`config.mk`:
```
export PLATFORM = sky130hd
export DESIGN_NAME = mem_addr_unit
export DESIGN_NICKNAME = d
export VERILOG_FILES = /design/src/rtl/mem_addr_unit_pkg.sv /design/src/rtl/mem_be_decode.sv /design/src/rtl/mem_addr_unit.sv
export SDC_FILE = /design/constraint.sdc
export NUM_CORES = 1
export LEC_CHECK = 0
export ABC_AREA = 1
export BUFFER_PORTS_ARGS = -buffer_cell sky130_fd_sc_hd__buf_2
export CAP_MARGIN = 10
export CORE_MARGIN = 2
export CORE_UTILIZATION = 40
export CTS_CLUSTER_SIZE = 28
export DETAILED_ROUTE_END_ITERATION = 12
export PLACE_DENSITY = 0.66
export SLEW_MARGIN = 10
export SYNTH_ARGS = -nofsm -noshare
export SYNTH_HDL_FRONTEND = slang
export SYNTH_SLANG_ARGS = --single-unit
```
`constraint.sdc`:
```
create_clock -name clk -period 3.3 [get_ports clk]
set_input_delay 0.165 -clock clk [delete_from_list [all_inputs] [get_ports clk]]
set_output_delay 0.165 -clock clk [all_outputs]
set_load 0.02 [all_outputs]
```
`src/rtl/mem_addr_unit_pkg.sv`:
```
// Shared types and codes for the data-memory address unit: FSM states, fault codes and
// access-size codes, plus the alignment rule used when alignment checking is built in.
package mem_addr_unit_pkg;

    typedef logic [1:0] state_t;
    localparam state_t StIdle = 2'd0;
    localparam state_t StBusy = 2'd1;
    localparam state_t StResp = 2'd2;

    typedef logic [1:0] fault_t;
    localparam fault_t FaultNone    = 2'b00;
    localparam fault_t FaultRange   = 2'b01;
    localparam fault_t FaultAlign   = 2'b10;
    localparam fault_t FaultTimeout = 2'b11;

    typedef logic [1:0] size_t;
    localparam size_t SizeByte = 2'b00;
    localparam size_t SizeHalf = 2'b01;
    localparam size_t SizeWord = 2'b10;
    localparam size_t SizeRsvd = 2'b11;

    // Reserved size is handled exactly like a word access.
    function automatic logic is_misaligned(input size_t size, input logic [1:0] addr_lo);
        logic mis;
        case (size)
            SizeByte: mis = 1'b0;
            SizeHalf: mis = addr_lo[0];
            default:  mis = |addr_lo;
        endcase
        return mis;
    endfunction

endpackage

```
`src/rtl/mem_be_decode.sv`:
```
// Combinational byte-enable decode from access size and the low two address bits.
// Lanes shifted past bit 3 fall off the 4-bit result.
module mem_be_decode
    import mem_addr_unit_pkg::*;
(
    input  logic [1:0] addr_i,
    input  logic [1:0] size_i,
    output logic [3:0] be_o
);

    always_comb begin
        be_o = 4'b1111;
        case (size_i)
            SizeByte: be_o = 4'b0001 << addr_i;
            SizeHalf: be_o = 4'b0011 << addr_i;
            default:  be_o = 4'b1111;
        endcase
    end

endmodule

```
`src/rtl/mem_addr_unit.sv`:
```
// Data-memory address unit: range-checks and reduces the ALU address, issues a held memory
// request and reports completion/fault. Define MEM_ADDR_ALIGN_CHECK_EN to add misalignment faults.
module mem_addr_unit
    import mem_addr_unit_pkg::*;
#(
    parameter int unsigned ADDR_IN_W  = 32,
    parameter int unsigned ADDR_OUT_W = 8,
    parameter int unsigned TIMEOUT    = 15
) (
    input  logic                  clk,
    input  logic                  rst_n,
    input  logic                  req_valid,
    output logic                  req_ready,
    input  logic                  req_we,
    input  logic [1:0]            req_size,
    input  logic [ADDR_IN_W-1:0]  alu_out,
    output logic                  mem_req,
    output logic [ADDR_OUT_W-1:0] mem_addr,
    output logic                  mem_we,
    output logic [3:0]            mem_be,
    input  logic                  mem_ack,
    output logic                  done,
    output logic [1:0]            fault
);

    state_t                state_q, state_d;
    logic [ADDR_OUT_W-1:0] addr_q, addr_d;
    logic                  we_q, we_d;
    logic [3:0]            be_q, be_d;
    logic [7:0]            cnt_q, cnt_d;
    fault_t                fault_q, fault_d;

    logic       range_err;
    logic       align_err;
    logic [3:0] be_dec;
    logic [8:0] cnt_inc;

    mem_be_decode u_be_decode (
        .addr_i (alu_out[1:0]),
        .size_i (req_size),
        .be_o   (be_dec)
    );

    generate
        if (ADDR_OUT_W < ADDR_IN_W) begin : g_range
            assign range_err = |alu_out[ADDR_IN_W-1:ADDR_OUT_W];
        end else begin : g_no_range
            assign range_err = 1'b0;
        end
    endgenerate

`ifdef MEM_ADDR_ALIGN_CHECK_EN
    assign align_err = is_misaligned(req_size, alu_out[1:0]);
`else
    assign align_err = 1'b0;
`endif

    assign cnt_inc = {1'b0, cnt_q} + 9'd1;

    always_comb begin
        state_d = state_q;
        addr_d  = addr_q;
        we_d    = we_q;
        be_d    = be_q;
        cnt_d   = cnt_q;
        fault_d = fault_q;
        case (state_q)
            StIdle: begin
                cnt_d = '0;
                if (req_valid) begin
                    addr_d = alu_out[ADDR_OUT_W-1:0];
                    we_d   = req_we;
                    be_d   = be_dec;
                    // Range outranks alignment; either one skips the memory request.
                    if (range_err) begin
                        state_d = StResp;
                        fault_d = FaultRange;
                    end else if (align_err) begin
                        state_d = StResp;
                        fault_d = FaultAlign;
                    end else begin
                        state_d = StBusy;
                        fault_d = FaultNone;
                    end
                end
            end
            StBusy: begin
                // An ack arriving on the timeout cycle still completes cleanly.
                if (mem_ack) begin
                    state_d = StResp;
                    fault_d = FaultNone;
                end else if (cnt_inc == 9'(TIMEOUT)) begin
                    state_d = StResp;
                    fault_d = FaultTimeout;
                end else begin
                    cnt_d = cnt_inc[7:0];
                end
            end
            StResp: begin
                state_d = StIdle;
                fault_d = FaultNone;
                cnt_d   = '0;
            end
            default: begin
                state_d = StIdle;
                fault_d = FaultNone;
                cnt_d   = '0;
            end
        endcase
    end

    always_ff @(posedge clk or negedge rst_n) begin
        if (!rst_n) begin
            state_q <= StIdle;
            addr_q  <= '0;
            we_q    <= 1'b0;
            be_q    <= 4'b0000;
            cnt_q   <= '0;
            fault_q <= FaultNone;
        end else begin
            state_q <= state_d;
            addr_q  <= addr_d;
            we_q    <= we_d;
            be_q    <= be_d;
            cnt_q   <= cnt_d;
            fault_q <= fault_d;
        end
    end

    assign req_ready = (state_q == StIdle);
    assign mem_req   = (state_q == StBusy);
    assign done      = (state_q == StResp);
    assign fault     = fault_q;
    assign mem_addr  = addr_q;
    assign mem_we    = we_q;
    assign mem_be    = be_q;

endmodule

```
# Word level (Yosys, flattened, before mapping)

Cells that the tools add are included.

Add/subtract/negate cells: 1
Equality and inequality tests: 8
Shifts and indexed selects: 2
Multiplexer cells: 14
Reduce and logical (&&, ||, !) cells: 6

Operators by type and width:

| operator              | number |
|---|---|
| $mux W8               | 3 |
| $reduce_or A24 Y1     | 1 |
| $mux W2               | 7 |
| $add A8 B1 Y9 const B | 1 |
| $eq A9 B4 Y1 const B  | 1 |
| $pmux W2 S2           | 2 |
| $pmux W4 S2           | 1 |
| $ne A2 B2 Y1 const B  | 3 |
| $reduce_and A2 Y1     | 3 |
| $eq A2 B1 Y1 const B  | 2 |
| $logic_not A2 Y1      | 2 |
| $shl A1 B2 Y4 const A | 1 |
| $shl A2 B2 Y4 const A | 1 |
| $ne A3 B1 Y1 const B  | 1 |
| $eq A2 B2 Y1 const B  | 1 |
| $mux W1               | 1 |

Register bits: 25
Word-level logic and storage cells: 37

# Logic depth before layout (Yosys ltp)

Depth after elaboration: 5
Mapped depth: 11
Gate-level depth less buffers: 11

# Hierarchy

Synthesis repeated with hierarchy kept, for this count alone.

Cell total of the unflattened synthesis: 167
Area total of the unflattened synthesis: 1,376.3 um2

By module, submodules not included:

| module        | instances | cells an instance | area an instance (um2) |
|---|---|---|---|
| mem_addr_unit | 1         | 154               | 1,322.5 |
| mem_be_decode | 1         | 13                | 53.8 |

# Worst setup path before layout

OpenSTA, ideal clock, no wires.

Path type: register to register
Start point: register cnt_q[0]
End point: register fault_q[0] (netlist: fault[0])
Arrival: 1.456 ns
Required time: 3.183 ns
Path slack: 1.727 ns
Cell stages (with the launch flop): 12
Period minus slack after synthesis: 1.573 ns
Cell sequence: dfrtp_1 -> ha_1 -> nand2_1 -> inv_1 -> nor2_1 -> nand3_1 -> nor2_1 -> nand3_4 -> nand2_4 -> nand2_4 -> nand2_1 -> nand2_1

Word-level cells in the longest chain between the ends: 4

RTL lines:

| what                        | line                 | source |
|---|---|---|
| start: declaration          | mem_addr_unit.sv:30  | `logic [7:0] cnt_q, cnt_d;` |
| start signal: assignment    | mem_addr_unit.sv:125 | `cnt_q <= cnt_d;` |
| $add A8 B1 Y9               | mem_addr_unit.sv:58  | `assign cnt_inc = {1'b0, cnt_q} + 9'd1;` |
| $eq A9 B4 Y1                | mem_addr_unit.sv:92  | `end else if (cnt_inc == 9'(TIMEOUT)) begin` |
| $ne A3 B1 Y1 (no line)      | --                   |  |
| $reduce_and A2 Y1 (no line) | --                   |  |
| end signal: assignment      | mem_addr_unit.sv:119 | `fault_q <= FaultNone;` |
| end signal: assignment      | mem_addr_unit.sv:126 | `fault_q <= fault_d;` |
| end: declaration            | mem_addr_unit.sv:31  | `fault_t fault_q, fault_d;` |

No other way between the ends.
A chain may end at the register's enable or synchronous reset.

# Worst setup path after layout

Start point: register cnt_q[1]
End point: register fault_q[0] (netlist: fault[0])

The elaborated chain is that of the path after synthesis.

==> run_results.csv <==
group,metric,value,unit
place,dpl.hpwl,2.23,mm
critical_path,worst-path-buf-inv,1,
cells_and_area,drive_gt1_share,30.8,%
critical_path,worstPathCellList,"ha_1 -> nand2_1 -> inv_1 -> nor2_1 -> nand3_1 -> nor2_1 -> nand3_4 -> nand2_4 -> nand2_4 -> nand2_1 -> nand2_1",
clock_network,root_buffer,"clkbuf_4",
sta,finalSetupTns,0,ps
yosys,syn_avg_cell_area,7.43,µm²
yosys,syn-cell-area,1350,µm²
critical_path,crit_path_end_kind,"flop",
grt,antenna_found_initial,0,
critical_path,start_kind,"flop",
power,power,0.000991,W
floorplanning,die_h,62.0,µm
detailed_routing,detail-route-antenna-nets,0,
power,p_sw,0.000413,W
place,place_area,1670,µm²
power,max-vdd-ir-drop,0.325,mV
yosys,netlist_top_cells_area,"dfrtp_1, nand2_1, nor2_1",
critical_path,cp_data_required_time,3540,ps
sta,hold_violations,0,
grt,grt_pass1_wl,5.09,mm
yosys,synthArstFlopShare,100,%
sta,clock_skew,11.4,ps
yosys,synth_seq_area_share,46.5,%
cells_and_area,area_growth,27.4,%
job,drv_cap,0,
detailed_routing,post-route-drc-count,0,
detailed_routing,wl,2.91,mm
yosys,synth_flop_cell,"dfrtp_1",
hold_path,min_path_type,"input pin to flop",
sta,max_slew_margin,62.0,%
detailed_routing,drtIter0Drc,44,
clock_network,numCtsBuffers,3,
yosys,yosysMostFrequentCell,"nand2_1",
yosys,synth_nets,222,
yosys,ys_ff_latch,25,
floorplanning,placement_rows,21,
sta,finalSetupViolations,0,
yosys,ys_types,22,
hold_path,hold_depth,3,
cells_and_area,fin_area,1710,µm²
yosys,yosysTopAreaCellShare,46.5,%
critical_path,r2r_slack,1610,ps
critical_path,cpMaxStageDelayCell,"dfrtp_1",
critical_path,reg2reg_from,"cnt_q[1]$_DFFE_PN0P_",
critical_path,path_class,"flop to flop",
power,power_frac_seq,44.5,%
yosys,syn_inst,181,
clock_network,cts_setup_buffers,0,
clock_network,clkTransAtPathRegs,150,ps
clock_network,cts-htree-levels,1,
detailed_routing,avgRoutedWirePerCell,10.2,µm
critical_path,cp_data_arrival_time,1930,ps
power,powerDensity,578,nW/µm²
yosys,synth_top_area_cell,"dfrtp_1",
detailed_routing,num_vias,1268,
yosys,synth_common_cells,"nand2_1, nor2_1, dfrtp_1",
grt,grt_max_degree,26,
critical_path,cpPeakStageDelay,450,ps
sta,min_period_over_period,51.2,%
critical_path,reg2reg_depth,11,
cells_and_area,seqCellArea,626,µm²
status,status,"complete, no violations",
power,p_clk_share,14.6,%
detailed_routing,dr.pass1.iters,4,
floorplanning,fp.dieArea,3840,µm²
clock_network,clk_latency,330,ps
power,sw_frac_of_total,41.7,%
critical_path,critPathMostFrequentCell,"nand2_1",
cells_and_area,final_nets,282,
cells_and_area,fin_cells,286,
critical_path,crit_fanout,7,
floorplanning,initial_core_util,41.0,%
cells_and_area,nFillCells,357,
power,p_leak,0.929,nW
critical_path,crit_family,"simple AND/OR/NAND/NOR gates",
floorplanning,die_w,62.0,µm
yosys,ys.warnings.count,0,
floorplanning,io_pins,57,
cells_and_area,n_antenna_cell,0,
place,io_buffers,56,
grt,grt_pass1_vias,1217,
sta,fmax,0.592,GHz
sta,period_needed,1690,ps
hold_path,min_to,"mem_addr[2]$_DFFE_PN0P_",
clock_network,cts_tree,"done",
power,combPwrFrac,41.0,%
critical_path,reg2reg_to,"fault[0]$_DFFE_PN0P_",
clock_network,clockBufferDepth,2,
cells_and_area,multiInputGateArea,654,µm²
sta,tightest_slew,569,ps
yosys,synth_edf_count,0,
floorplanning,core-area,3280,µm²
hold_path,min_from,"alu_out[2]",
sta,rsz0062_at_grt,"no",
detailed_routing,viasPerCell,4.43,
clock_network,cts.sinks,25,
cells_and_area,final_util,52.2,%
sta,final_max_slew_viol_count,0,
place,dp.cells,281,
place,gp_congestion,0.882,
power,internal_power,0.000577,W
grt,grtUsageTotal,17.6,%
grt,grt-ovfl-total,0,
## state kept, by name, summed over array words and instances, names as in the netlist
register,cells
mem_addr,8
cnt_q,8
fault,2
mem_be,4
state_q,2
mem_we,1
## tightest hold or removal path: stages
cell and delay (ps):
buf_2 70, nand2_1 40, nand2_1 40
## cell usage in the layout, fill, tap and decap left out, types with 2 or more instances in the layout
| cell type | netlist | routed |
|---|---|---|
| nor2_1 | 30 | 30 |
| nand3b_1 | 2 | 2 |
| nand2_4 | 3 | 3 |
| nor2_2 | 3 | 3 |
| or2_2 | 2 | 2 |
| a21oi_1 | 3 | 3 |
| clkbuf_4 | 0 | 3 |
| dfrtp_1 | 25 | 25 |
| nand2_1 | 64 | 64 |
| inv_2 | 2 | 2 |
| buf_2 | 1 | 56 |
| nand4_1 | 2 | 2 |
| o21ai_0 | 2 | 2 |
| inv_1 | 13 | 13 |
| nand3_1 | 17 | 17 |
| ha_1 | 2 | 2 |
| o21ai_1 | 4 | 4 |
## stage by stage
step	hold WS, ps	setup slack [ps]
after detailed placement	191	1630
after global placement	197	1670
after CTS	12.6	1600
final	16.4	1610
after global routing	9.70	1430
after floorplan	-131	1730
## worst max-delay path by stage
stage,startpoint,to,depth (start not counted)
after global routing,cnt_q[0]$_DFFE_PN0P_,cnt_q[6]$_DFFE_PN0P_,10
final,cnt_q[1]$_DFFE_PN0P_,fault[0]$_DFFE_PN0P_,11
after CTS,cnt_q[1]$_DFFE_PN0P_,fault[0]$_DFFE_PN0P_,11
after global placement,cnt_q[1]$_DFFE_PN0P_,fault[1]$_DFFE_PN0P_,11
after detailed placement,cnt_q[1]$_DFFE_PN0P_,fault[1]$_DFFE_PN0P_,11
after floorplan,cnt_q[0]$_DFFE_PN0P_,fault[0]$_DFFE_PN0P_,11
## power groups by stage
stage | clock, W | sequential, W | combinational, W
6_report | 0.000145 | 0.000440 | 0.000406
3_5_place_dp | 0 | 0.000444 | 0.000409
4_1_cts | 0.000147 | 0.000441 | 0.000412
5_1_grt | 0.000158 | 0.000455 | 0.000458
3_3_place_gp | 0 | 0.000447 | 0.000408
2_1_floorplan | 0 | 0.000551 | 0.000153
## layout make-up
type,count,area share [%]
Inverter,15,3.28
Tap cell,46,3.36
Clock buffer,3,1.31
Multi-Input combinational cell,139,38.2
Clock inverter,1,0.438
Sequential cell,25,36.5
Timing Repair Buffer,57,16.9
## kinds of logic after synthesis
logic type | count (synthesis) | share of synthesized area (%)
adder cells (fa/ha/maj) | 2 | 1.86
flip-flops | 25 | 46.5
AO/OA/AOI/OAI | 9 | 3.35
buffers and inverters | 17 | 4.84
AND/OR/NAND/NOR | 127 | 42.8
XOR/XNOR | 1 | 0.651
## per-layer routing
metal / vias to the layer above / part of all wire, % / global-route usage, %
li1: 683 / - / -
met5: - / 0 / 0
met4: 0 / 0 / 4.56
met1: 561 / 48 / 23.4
met3: 0 / 4.5 / 3.52
met2: 24 / 48 / 29.2
## repair_timing
action                                 CTS  global route
endpoints found under the hold margin   25             0
gates resized for setup                  0             0
hold buffers                             1             0
No activity file was read; power rests on OpenSTA's default activity.
